$ cat config.mk
export PLATFORM = sky130hd
export DESIGN_NAME = mux_rr_arbiter_flat
export DESIGN_NICKNAME = d
export VERILOG_FILES = /design/src/rtl/mux_rr_arbiter_pkg.sv /design/src/rtl/mux_rr_arbiter_if.sv /design/src/rtl/mux_8to1.sv /design/src/rtl/mux_rr_arbiter_picker.sv /design/src/rtl/mux_rr_arbiter.sv /design/src/flat_wrapper.sv
export SDC_FILE = /design/constraint.sdc
export NUM_CORES = 1
export LEC_CHECK = 0
export ABC_AREA = 0
export BUFFER_PORTS_ARGS = -buffer_cell sky130_fd_sc_hd__buf_2
export CORE_MARGIN = 2
export CORE_UTILIZATION = 45
export CTS_BUF_LIST = sky130_fd_sc_hd__clkbuf_8
export CTS_CLUSTER_SIZE = 12
export DETAILED_ROUTE_END_ITERATION = 10
export PLACE_DENSITY = 0.8
export SLEW_MARGIN = 10
export SYNTH_ARGS = -nofsm -noshare
export SYNTH_HDL_FRONTEND = slang
export SYNTH_SLANG_ARGS = --single-unit
$ cat constraint.sdc
create_clock -name clk -period 5.1 [get_ports clk]
set_input_delay 0.255 -clock clk [delete_from_list [all_inputs] [get_ports clk]]
set_output_delay 0.255 -clock clk [all_outputs]
set_load 0.1 [all_outputs]
$ cat src/rtl/mux_rr_arbiter_pkg.sv
`default_nettype none
// ============================================================================
// Module   : mux_arb_pkg
// Brief    : Shared constants, state type and helpers for mux_rr_arbiter.
// Revision : 1.0 - initial release
// ============================================================================
package mux_arb_pkg;

    localparam int NUM_REQ = 8;
    localparam int SEL_W   = 3;

    typedef enum logic [0:0] {
        IDLE   = 1'b0,
        LOCKED = 1'b1
    } arb_state_e;

    // Requester index successor; the 3-bit add wraps 7 -> 0 naturally.
    function automatic logic [SEL_W-1:0] wrap_inc(input logic [SEL_W-1:0] v);
        return v + 3'd1;
    endfunction

endpackage
`default_nettype wire

$ cat src/rtl/mux_rr_arbiter_if.sv
`default_nettype none
// ============================================================================
// Module   : mux_rr_arbiter_if
// Brief    : Requester-side and output-side handshake bundle of the arbiter.
// Revision : 1.0 - initial release
// ============================================================================
interface mux_rr_arbiter_if #(
    parameter int DATAWIDTH = 8
);
    import mux_arb_pkg::*;

    logic [NUM_REQ-1:0]                req_valid;
    logic [NUM_REQ-1:0][DATAWIDTH-1:0] req_data;
    logic [NUM_REQ-1:0]                req_last;
    logic [NUM_REQ-1:0]                req_ready;
    logic                              out_valid;
    logic [DATAWIDTH-1:0]              out_data;
    logic                              out_last;
    logic [SEL_W-1:0]                  out_src;
    logic                              out_ready;
    logic                              busy;

    modport master (
        output req_valid, req_data, req_last, out_ready,
        input  req_ready, out_valid, out_data, out_last, out_src, busy
    );

    modport slave (
        input  req_valid, req_data, req_last, out_ready,
        output req_ready, out_valid, out_data, out_last, out_src, busy
    );

endinterface
`default_nettype wire

$ cat src/rtl/mux_8to1.sv
`default_nettype none
// ============================================================================
// Module   : mux_8to1
// Brief    : Plain 8-input combinational selector of WIDTH-bit words.
// Revision : 1.0 - initial release
// ============================================================================
module mux_8to1 #(
    parameter int WIDTH = 8
) (
    input  wire logic [7:0][WIDTH-1:0] din,
    input  wire logic [2:0]            sel,
    output logic      [WIDTH-1:0]      dout
);

    assign dout = din[sel];

endmodule
`default_nettype wire

$ cat src/rtl/mux_rr_arbiter_picker.sv
`default_nettype none
// ============================================================================
// Module   : rr_picker
// Brief    : Finds the first set request at or above ptr, wrapping 7 -> 0.
// Revision : 1.0 - initial release
// ============================================================================
module rr_picker
    import mux_arb_pkg::*;
(
    input  wire logic [NUM_REQ-1:0] req,
    input  wire logic [SEL_W-1:0]   ptr,
    output logic                    found,
    output logic [SEL_W-1:0]        idx
);

    logic [2*NUM_REQ-1:0] req_dbl;
    logic [NUM_REQ-1:0]   req_rot;
    logic [SEL_W-1:0]     pos;

    // Rotating right by ptr puts the highest-priority requester at bit 0.
    assign req_dbl = {req, req};
    assign req_rot = req_dbl[ptr +: NUM_REQ];

    always_comb begin
        pos = '0;
        for (int i = NUM_REQ - 1; i >= 0; i--) begin
            if (req_rot[i]) begin
                pos = SEL_W'(i);
            end
        end
    end

    assign idx   = pos + ptr;
    assign found = |req;

endmodule
`default_nettype wire

$ cat src/rtl/mux_rr_arbiter.sv
`default_nettype none
// ============================================================================
// Module   : mux_rr_arbiter
// Brief    : Packet-locked round-robin arbiter feeding one registered stream.
// Revision : 1.0 - initial release
// ============================================================================
module mux_rr_arbiter
    import mux_arb_pkg::*;
#(
    parameter int DATAWIDTH = 8
) (
    input  wire logic           clk,
    input  wire logic           rst_n,
    mux_rr_arbiter_if.slave     bus
);

    localparam logic [0:0] ST_IDLE   = 1'(IDLE);
    localparam logic [0:0] ST_LOCKED = 1'(LOCKED);

    logic [0:0]           state_q,     state_d;
    logic [SEL_W-1:0]     rr_ptr_q,    rr_ptr_d;
    logic [SEL_W-1:0]     grant_idx_q, grant_idx_d;
    logic                 out_valid_q, out_valid_d;
    logic [DATAWIDTH-1:0] out_data_q,  out_data_d;
    logic                 out_last_q,  out_last_d;
    logic [SEL_W-1:0]     out_src_q,   out_src_d;

    logic                 pick_found;
    logic [SEL_W-1:0]     pick_idx;
    logic [DATAWIDTH-1:0] sel_data;
    logic                 sel_last;
    logic                 sel_valid;
    logic                 locked;
    logic                 accept;
    logic                 xfer;
    logic [NUM_REQ-1:0]   ready_vec;

    rr_picker u_picker (
        .req   (bus.req_valid),
        .ptr   (rr_ptr_q),
        .found (pick_found),
        .idx   (pick_idx)
    );

    mux_8to1 #(.WIDTH(DATAWIDTH)) u_data_mux (
        .din  (bus.req_data),
        .sel  (grant_idx_q),
        .dout (sel_data)
    );

    mux_8to1 #(.WIDTH(1)) u_last_mux (
        .din  (bus.req_last),
        .sel  (grant_idx_q),
        .dout (sel_last)
    );

    assign sel_valid = bus.req_valid[grant_idx_q];
    assign locked    = (state_q == ST_LOCKED);
    // Output slot is free when empty or being drained this cycle.
    assign accept    = !out_valid_q || bus.out_ready;
    assign xfer      = locked && sel_valid && accept;

    always_comb begin
        ready_vec = '0;
        if (locked) begin
            ready_vec[grant_idx_q] = accept;
        end
    end

    always_comb begin
        state_d     = state_q;
        grant_idx_d = grant_idx_q;
        rr_ptr_d    = rr_ptr_q;
        case (state_q)
            ST_IDLE: begin
                if (pick_found) begin
                    state_d     = ST_LOCKED;
                    grant_idx_d = pick_idx;
                end
            end
            ST_LOCKED: begin
                if (xfer && sel_last) begin
                    state_d  = ST_IDLE;
                    rr_ptr_d = wrap_inc(grant_idx_q);
                end
            end
            default: state_d = ST_IDLE;
        endcase
    end

    always_comb begin
        out_valid_d = out_valid_q;
        out_data_d  = out_data_q;
        out_last_d  = out_last_q;
        out_src_d   = out_src_q;
        if (xfer) begin
            out_valid_d = 1'b1;
            out_data_d  = sel_data;
            out_last_d  = sel_last;
            out_src_d   = grant_idx_q;
        end else if (out_valid_q && bus.out_ready) begin
            out_valid_d = 1'b0;
        end
    end

    always_ff @(posedge clk or negedge rst_n) begin
        if (!rst_n) begin
            state_q     <= ST_IDLE;
            rr_ptr_q    <= '0;
            grant_idx_q <= '0;
            out_valid_q <= 1'b0;
            out_data_q  <= '0;
            out_last_q  <= 1'b0;
            out_src_q   <= '0;
        end else begin
            state_q     <= state_d;
            rr_ptr_q    <= rr_ptr_d;
            grant_idx_q <= grant_idx_d;
            out_valid_q <= out_valid_d;
            out_data_q  <= out_data_d;
            out_last_q  <= out_last_d;
            out_src_q   <= out_src_d;
        end
    end

    assign bus.req_ready = ready_vec;
    assign bus.out_valid = out_valid_q;
    assign bus.out_data  = out_data_q;
    assign bus.out_last  = out_last_q;
    assign bus.out_src   = out_src_q;
    assign bus.busy      = locked;

endmodule
`default_nettype wire
$ cat src/flat_wrapper.sv
// flat-port wrapper written by rule: the top's interface ports become plain ports
module mux_rr_arbiter_flat import mux_arb_pkg::*;
#(
    parameter int DATAWIDTH = 8
)
  (clk, rst_n, bus_req_valid, bus_req_data, bus_req_last, bus_out_ready, bus_req_ready, bus_out_valid, bus_out_data, bus_out_last, bus_out_src, bus_busy);
  mux_rr_arbiter_if #(.DATAWIDTH(DATAWIDTH)) bus_i ();
  input  wire logic clk;
  input  wire logic rst_n;
  input wire logic [$bits(bus_i.req_valid)-1:0] bus_req_valid;
  input wire logic [$bits(bus_i.req_data)-1:0] bus_req_data;
  input wire logic [$bits(bus_i.req_last)-1:0] bus_req_last;
  input wire logic [$bits(bus_i.out_ready)-1:0] bus_out_ready;
  output wire logic [$bits(bus_i.req_ready)-1:0] bus_req_ready;
  output wire logic [$bits(bus_i.out_valid)-1:0] bus_out_valid;
  output wire logic [$bits(bus_i.out_data)-1:0] bus_out_data;
  output wire logic [$bits(bus_i.out_last)-1:0] bus_out_last;
  output wire logic [$bits(bus_i.out_src)-1:0] bus_out_src;
  output wire logic [$bits(bus_i.busy)-1:0] bus_busy;
  assign bus_i.req_valid = bus_req_valid;
  assign bus_i.req_data = bus_req_data;
  assign bus_i.req_last = bus_req_last;
  assign bus_i.out_ready = bus_out_ready;
  assign bus_req_ready = bus_i.req_ready;
  assign bus_out_valid = bus_i.out_valid;
  assign bus_out_data = bus_i.out_data;
  assign bus_out_last = bus_i.out_last;
  assign bus_out_src = bus_i.out_src;
  assign bus_busy = bus_i.busy;
  mux_rr_arbiter #(.DATAWIDTH(DATAWIDTH)) u_core (.clk(clk), .rst_n(rst_n), .bus(bus_i));
endmodule
# Word level (Yosys, flattened, before mapping)
# Cells that the tools add are included.
# Widths: inputs -> output; s select.
[op_classes]
n_addsub = 2
magnitude_cmp = 2
n_shift = 1
n_mux = 22
bitwise_logic = 2
n_reduce_logical = 11
[ops]
columns = ["op", "count"]
rows = [
  ["$bmux 8 s3", 1],
  ["$mux 3", 8],
  ["$mux 8", 2],
  ["$shiftx 16x4->8", 1],
  ["$and 8x8->8", 1],
  ["$reduce_or 8->1", 1],
  ["$mux 1", 7],
  ["$bmux 1 s3", 2],
  ["$logic_and 1x1->1", 5],
  ["$lt 3x4->1 const B", 1],
  ["$reduce_and 2->1", 2],
  ["$add 3x1->3 const B", 1],
  ["$add 3x3->3", 1],
  ["$demux 1 s3", 1],
  ["$ge 3x1->1 const B", 1],
  ["$pmux 1 s2", 1],
  ["$reduce_bool 2->1", 1],
  ["$logic_not 1->1", 1],
  ["$logic_or 1x1->1", 1],
  ["$not 1->1", 1],
]
[word_totals]
reg_bits = 20
inputBits = 83
output_inout_bits = 22
word_cells = 47

# Depth between registers and ports, before layout
# Gate-level depths: netlist (run 1).
[logic_depth]
word_depth = 10
mapped_depth = 13
ltp_nobuf = 11

# Cells and area by module
# Synthesis (run 1) repeated with hierarchy kept, for this count alone.
[unflattened]
hier_cells = 153
hier_area_um2 = 2068.2
[modules_own_cells]
columns = ["module", "instances", "cells_each", "area_per_inst_um2", "seq_area_each_um2"]
rows = [
  ["mux_rr_arbiter", 1, 71, 934.6, 500.5],
  ["mux_8to1 (u_core.u_data_mux)", 1, 29, 550.5, 0.0],
  ["rr_picker", 1, 50, 519.2, 0.0],
  ["mux_8to1 (u_core.u_last_mux)", 1, 3, 63.8, 0.0],
]

# Worst setup path after synthesis (run 1)
# Ideal clock, no wire load.
[synth_path]
kind = "register to output"
from = "register u_core.state_q, in the netlist u_core.bus.busy"
to = "output bus_req_ready[0]"
t_arrival_ns = 3.691
t_required_ns = 4.845
slack_ns = 1.154
path_stages_with_launch = 4
path_buffers = 0
cell_sequence = "dfrtp_1 -> nand2_1 -> or2_2 -> nor3_1"
[synth_via]
elab_chain_len = 1
[synth_rtl]
columns = ["item", "line", "text"]
rows = [
  ["from (decl)", "mux_rr_arbiter.sv:20", "logic [0:0] state_q, state_d;"],
  ["from (signal assigned)", "mux_rr_arbiter.sv:116", "state_q <= state_d;"],
  ["$mux 8", "mux_rr_arbiter.sv:65", "if (locked) begin"],
  ["to (decl)", "flat_wrapper.sv:14", "output wire logic [$bits(bus_i.req_ready)-1:0] bus_req_ready;"],
]
# No other way between the ends.

# Final worst setup path (run 1)
[layout_path]
from = "register u_core.rr_ptr_q[0]"
to = "register u_core.grant_idx_q[2]"
[layout_via]
elab_chain_len = 10
[layout_rtl]
columns = ["item", "line", "text"]
rows = [
  ["from (decl)", "mux_rr_arbiter.sv:21", "logic [SEL_W-1:0] rr_ptr_q, rr_ptr_d;"],
  ["from (signal assigned)", "mux_rr_arbiter.sv:117", "rr_ptr_q <= rr_ptr_d;"],
  ["$shiftx 16x4->8", "mux_rr_arbiter_picker.sv:22", "assign req_rot = req_dbl[ptr +: NUM_REQ];"],
  ["$mux 3 (8 in a row)", "mux_rr_arbiter_picker.sv:27", "if (req_rot[i]) begin"],
  ["$add 3x3->3 *", "mux_rr_arbiter_picker.sv:33", "assign idx = pos + ptr;"],
  ["to (signal assigned)", "mux_rr_arbiter.sv:118", "grant_idx_q <= grant_idx_d;"],
  ["to (decl)", "mux_rr_arbiter.sv:22", "logic [SEL_W-1:0] grant_idx_q, grant_idx_d;"],
]
# Mark *: on every way between the ends. The rest lies on a longest branch, timed or not.
# A chain may end at the register's enable or synchronous reset.

==> qor.csv, run 1 <==
stage,metric,value,unit
floorplanning,Die Height,71.2,um
power_and_ir_drop,total power,1.93,mW
routing,DR WL/cell,16.1,um
routing,DR pass1 iterations,4,
floorplanning,Rows,24,
cells_and_area,Final Util,0.597,
clock_tree,clk_lat worst skew,0.26,ns
timing,setup TNS,0,ns
timing,Final Hold Fails,0,
synth,Post-synth EDFFs,0,
grt,GRT overflow,0,
clock_tree,cts bufs inserted,3,
placement,DPL Wire Length,4260,um
synth,Netlist cell types,44,
flow_run,max-cap violation count,0,
grt,initial antenna violation count,0,
timing,max-slew violation count,0,
timing,Tightest Pin Transition,0.973,ns
timing,RSZ-0062 raised after global routing,false,
clock_tree,"CTS clk-pin slew, worst paths",0.08,ns
grt,largest net degree at the start of global routing,24,
cells_and_area,"most common cell after layout, fill and taps aside",buf_2,
timing,setup violators final,0,
power_and_ir_drop,worst vdd ir,281,uV
worst_hold_path,hold crit path type,input pin to register,
clock_tree,clock tree sinks,20,
synth,synth warn,0,
clock_tree,Setup Buffers After CTS,0,
synth,"Seq/Total Area, Yosys",0.247,
timing,Fin Hold WS,0.323,ns
synth,register bit count reported by yosys,20,
setup_path,CP max stage delay,0.79,ns
routing,post-DR vias/cell,5.73,
floorplanning,die span in x,71.2,um
placement,routability cong.,0.880,
setup_path,CP arrival,3.52,ns
clock_tree,CTS tree,built,
timing,max_slew headroom,0.351,
floorplanning,initial core utilization,0.466,
setup_path,WP data required,5.23,ns
placement,Placed Cells,333,
routing,Residual DRC,0,
grt,first-pass GRT wire length,8390,um
floorplanning,Placeable Area,0.00435,mm2
status,outcome,finished clean,
setup_path,worst path cell trace,"mux4_2, a21oi_1, o211ai_1, a31o_1, a21oi_1, ha_1, inv_1, fa_1, and2_1, a222oi_1, o311ai_1",
clock_tree,Root Buffer,clkbuf_8,
cells_and_area,Area Overhead vs Synth,28.1,%
cells_and_area,fill count,390,
power_and_ir_drop,power per cell area,743,mW/mm2
synth,post-synthesis cell count,191,
floorplanning,Die Area,0.00506,mm2
cells_and_area,Inserted Diodes,0,
setup_path,worst-path fanout max,18,
setup_path,CP endpoint kind,register,
routing,initial DRC count,84,
setup_path,crit-path most repeated cell,a21oi_1,
cells_and_area,proportion of layout cells with a drive suffix above 1,0.500,
floorplanning,I/O pins,105,
synth,Synth Flop Type,dfrtp_1,
cells_and_area,Non-Filler Instances,338,
synth,"FFs w/ async S/R, synth",1.00,
cells_and_area,most frequent cells in the layout,"buf_2 (104), mux4_2 (25), dfrtp_1 (20), mux2i_1 (18), nor2_1 (17)",
cells_and_area,nets@finish,373,
clock_tree,Max clock buf depth,2,
routing,via count,1937,
timing,clk_skew,0.00539,ns
placement,Port Buffer Count,104,
setup_path,slowest CP cell,dfrtp_1,
grt,GRT Overall Usage,0.212,
clock_tree,# H-tree levels,1,
timing,final cycle utilization of the critical path,0.664,
routing,Routed Wire Length,5430,um
synth,synthesized area,0.00203,mm2
grt,number of global-route vias before repair,1775,
setup_path,CP startpoint kind,register,
synth,Synth Net Count,277,
setup_path,Crit Path Class,register to register,
power_and_ir_drop,P_leak,1.20,nW
routing,Routed Antenna Nets,0,
synth,Mapped Avg Cell Area,10.6,um2
timing,post-route minimum period,3.39,ns
timing,Max Clock Freq,0.295,GHz
Yosys cell counts (2+ instances only):
master    number  area share
mux2_4         2       0.015
and2_1         2      0.0062
nor2_1        17       0.031
clkbuf_1       2      0.0037
nor2b_1        3      0.0092
mux4_2        25        0.28
dfrtp_1       20        0.25
nor4_1         2      0.0062
or3_1          2      0.0062
nor3_1         5       0.012
nand3_1        2      0.0049
a211oi_1       2      0.0074
nand2_1       14       0.026
buf_1          2      0.0037
a21oi_1       16       0.039
nand2b_1       5       0.015
inv_1          7       0.013
mux2i_1       18       0.089
buf_2          5       0.012
a211o_1        2      0.0086
o21ai_0        8       0.020
buf_6          4       0.022
ha_1           2       0.012
or2_2          2      0.0062
mux2_2         3       0.017
through the flow:
step	instance area (um2)	setup WS [ns]
floorplan	2030	1.15
global placement	2520	1.85
detailed placement	2520	1.75
CTS	2600	1.74
global route	2600	1.50
finish	2600	1.71
critical path, delay by kind of cell, from the launching register on:
| family | cells | cell delay, ns |
|---|---|---|
| AO/OA/AOI/OAI | 6 | 1.08 |
| adder cells (fa/ha/maj) | 2 | 0.56 |
| buffers and inverters | 1 | 0.05 |
| flip-flops | 1 | 0.79 |
| multiplexers | 1 | 0.63 |
| AND/OR/NAND/NOR | 1 | 0.15 |
what timing repair did:
item / 4_1_cts / 5_1_grt
endpoints found under the hold margin: 20 / 0
hold buffers: 1 / 0
resized for setup: 0 / 0
power by group:
part	internal (mW)	leakage (nW)	switching [mW]
registers	0.238	0.227	0.173
clock network	0.105	0.0357	0.0539
logic	0.475	0.938	0.887
total	0.817	1.20	1.11
layer usage:
layer	GRT usage	wire (um)	vias up
met3	0.0541	490	6
li1	-	-	929
met2	0.363	2840	100
met4	0.0587	48	0
met5	0	0	-
met1	0.265	2060	902
registers in the layout (all words and copies together) (netlist names):
signal / cells
u_core.bus.out_valid: 1
u_core.grant_idx_q: 3
u_core.bus.out_data: 8
u_core.rr_ptr_q: 3
u_core.bus.out_last: 1
u_core.bus.busy: 1
u_core.bus.out_src: 3
cell families (layout without fill, tap and decap cells):
kind of cell | count (synthesis) | in the layout | share of synthesized area
AND/OR/NAND/NOR | 59 | 59 | 0.147
multiplexers | 48 | 48 | 0.398
AO/OA/AOI/OAI | 38 | 38 | 0.117
buffers and inverters | 22 | 117 | 0.0647
flip-flops | 20 | 20 | 0.247
adder cells (fa/ha/maj) | 3 | 3 | 0.0222
XOR/XNOR | 1 | 1 | 0.00432
layout make-up:
type | count | area [um2] | share of cell area
clock buffers | 3 | 41.3 | 0.0159
clock inverters | 1 | 30.0 | 0.0116
inverters | 7 | 26.3 | 0.0101
multi-input cells | 149 | 1400 | 0.538
flip-flops and latches | 20 | 500 | 0.193
well taps | 52 | 65.1 | 0.0250
repair buffers | 106 | 538 | 0.207
worst paths after layout:
check                      slack [ns]             startpoint                     end  cells after the start
max                              1.71     u_core.rr_ptr_q[0]   u_core.grant_idx_q[2]                     11
min                              0.32          bus_out_ready    u_core.bus.out_valid                      3
max reg2reg                      1.71     u_core.rr_ptr_q[0]   u_core.grant_idx_q[2]                     11
min reg2reg                      0.50  u_core.bus.out_src[0]   u_core.bus.out_src[0]                      1
max in group asynchronous        4.32                  rst_n  u_core.bus.out_data[0]                      2
min in group asynchronous        0.46                  rst_n      u_core.rr_ptr_q[2]                      2
Power figures use the tool's default switching activity.
==> run 2: changes to the inputs <==
- CORE_UTILIZATION: 45 -> 43
- clock period: 5.1 -> 2.9 ns (I/O delays scaled with it)
==> run 2 against run 1 <==
Global-route usage increased by 0.37 points; cell count increased by 2.1%; register-to-register slack got worse by 1.7 ns; non-clock buffer count increased by 8; worst hold slack got worse by 0.091 ns; sequential power increased by 32%; first-iteration DRC count increased by 100%.
==> qor.csv, run 2 (synthesis gave the netlist of run 1 again) <==
stage,metric,value,unit
routing,Residual DRC,0,
grt,GRT overflow,0,
floorplanning,Placeable Area,0.00444,mm2
timing,setup TNS,0,ns
clock_tree,# H-tree levels,1,
floorplanning,initial core utilization,0.457,
routing,via count,2002,
cells_and_area,proportion of layout cells with a drive suffix above 1,0.543,
routing,post-DR vias/cell,5.80,
timing,setup violators final,0,
cells_and_area,max reg flops,8,
setup_path,WP data required,3.02,ns
setup_path,CP startpoint kind,register,
timing,Fin Hold WS,0.231,ns
placement,Port Buffer Count,104,
floorplanning,I/O pins,105,
cells_and_area,nets@finish,381,
floorplanning,Rows,24,
setup_path,CP endpoint kind,register,
routing,met2 wire length,3330,um
clock_tree,Root Buffer,clkbuf_8,
timing,final cycle utilization of the critical path,0.987,
clock_tree,CTS tree,built,
setup_path,CP arrival,2.98,ns
grt,first-pass GRT wire length,8970,um
timing,Final Hold Fails,0,
routing,Metal-1 WL,2220,um
setup_path,Crit Path Class,register to register,
routing,DR top layer,met4,
floorplanning,Die Area,0.00529,mm2
power_and_ir_drop,P_leak,1.23,nW
floorplanning,Die Height,72.7,um
worst_hold_path,hold crit path type,input pin to register,
timing,clk_skew,0.00154,ns
placement,routability cong.,0.848,
status,outcome,finished clean,
timing,Max Clock Freq,0.349,GHz
grt,number of global-route vias before repair,1939,
flow_run,max-cap violation count,0,
routing,Routed Wire Length,5870,um
setup_path,Reg2Reg Setup Slack,0.04,ns
grt,largest net degree at the start of global routing,23,
timing,max_slew headroom,0.662,
routing,DR pass1 iterations,4,
routing,initial DRC count,172,
timing,post-route minimum period,2.86,ns
power_and_ir_drop,power per cell area,1300,mW/mm2
power_and_ir_drop,worst vdd ir,677,uV
clock_tree,clock tree sinks,20,
timing,RSZ-0062 raised after global routing,true,
power_and_ir_drop,total power,3.44,mW
placement,DPL Wire Length,4650,um
timing,Tightest Pin Transition,0.505,ns
clock_tree,cts bufs inserted,3,
cells_and_area,Area Overhead vs Synth,30.8,%
cells_and_area,most frequent cells in the layout,"buf_2 (104), mux4_2 (25), dfrtp_1 (19), mux2i_1 (18), nor2_1 (17)",
routing,DR WL/cell,17.0,um
routing,met3 wire length,303,um
routing,Routed Antenna Nets,0,
cells_and_area,"most common cell after layout, fill and taps aside",buf_2,
clock_tree,clk_lat worst skew,0.25,ns
clock_tree,Max clock buf depth,2,
grt,GRT Overall Usage,0.215,
setup_path,worst-path fanout max,5,
floorplanning,die span in x,72.7,um
clock_tree,"CTS clk-pin slew, worst paths",0.07,ns
cells_and_area,Final Util,0.597,
cells_and_area,Inserted Diodes,0,
grt,initial antenna violation count,0,
timing,max-slew violation count,0,
run 2: cell count changes in the layout (fill, tap and decap cells not counted), sizes merged:
cell    change
buf         +8
bufinv      -1
run 2: report_power, final:
| part | switching (mW) | internal, mW | total (mW) |
|---|---|---|---|
| Sequential | 0.116 | 0.425 | 0.541 |
| Combinational | 1.81 | 0.914 | 2.73 |
| Clock | 0.0825 | 0.0923 | 0.175 |
| Total | 2.01 | 1.43 | 3.44 |
run 2: cell type report:
class                           instances  area, um2
Fill cell                             377       1790
Timing Repair Buffer                  114        598
Tap cell                               52       65.1
Inverter                                7       26.3
Sequential cell                        20        502
Multi-Input combinational cell        149       1420
Clock buffer                            3       41.3
run 2: worst max-delay path: stages (launching register included):
cell	delay, ns
dfrtp_2	0.42
mux4_2	0.56
a21oi_2	0.13
o211ai_1	0.10
a31o_1	0.19
a21oi_2	0.12
ha_2	0.19
inv_2	0.04
fa_2	0.41
and2_4	0.15
a222oi_1	0.27
o311ai_1	0.14
run 2: final timing paths:
path	cells after the start	from	to
hold / removal	3	bus_out_ready	u_core.bus.out_valid
setup / recovery	11	u_core.rr_ptr_q[0]	u_core.grant_idx_q[2]
hold reg to reg	1	u_core.bus.out_src[0]	u_core.bus.out_src[0]
max in group asynchronous	2	rst_n	u_core.rr_ptr_q[0]
setup reg to reg	11	u_core.rr_ptr_q[0]	u_core.grant_idx_q[2]
min in group asynchronous	2	rst_n	u_core.bus.out_data[6]
run 2: repair_timing:
item                       in CTS  in global routing
hold endpoints to repair       20                  0
setup buffers                   0                  1
resized for setup               2                  5
setup endpoints to repair       1                  1
hold buffers                    1                  0
pin swaps                       1                  8
run 2: through the flow:
stage	worst slack, ns	cells	instance area, um2
4_1_cts	0.0172	344	2640
2_1_floorplan	-0.183	191	2040
6_report	0.0373	345	2660
5_1_grt	-0.145	345	2660
3_5_place_dp	-0.0787	340	2580
3_3_place_gp	0.0309	340	2580
run 2: metal layers:
metal / up-vias / GRT usage
met3: 4 / 0.0331
met2: 76 / 0.394
li1: 940 / -
met1: 982 / 0.276
met4: 0 / 0.0267
met5: - / 0
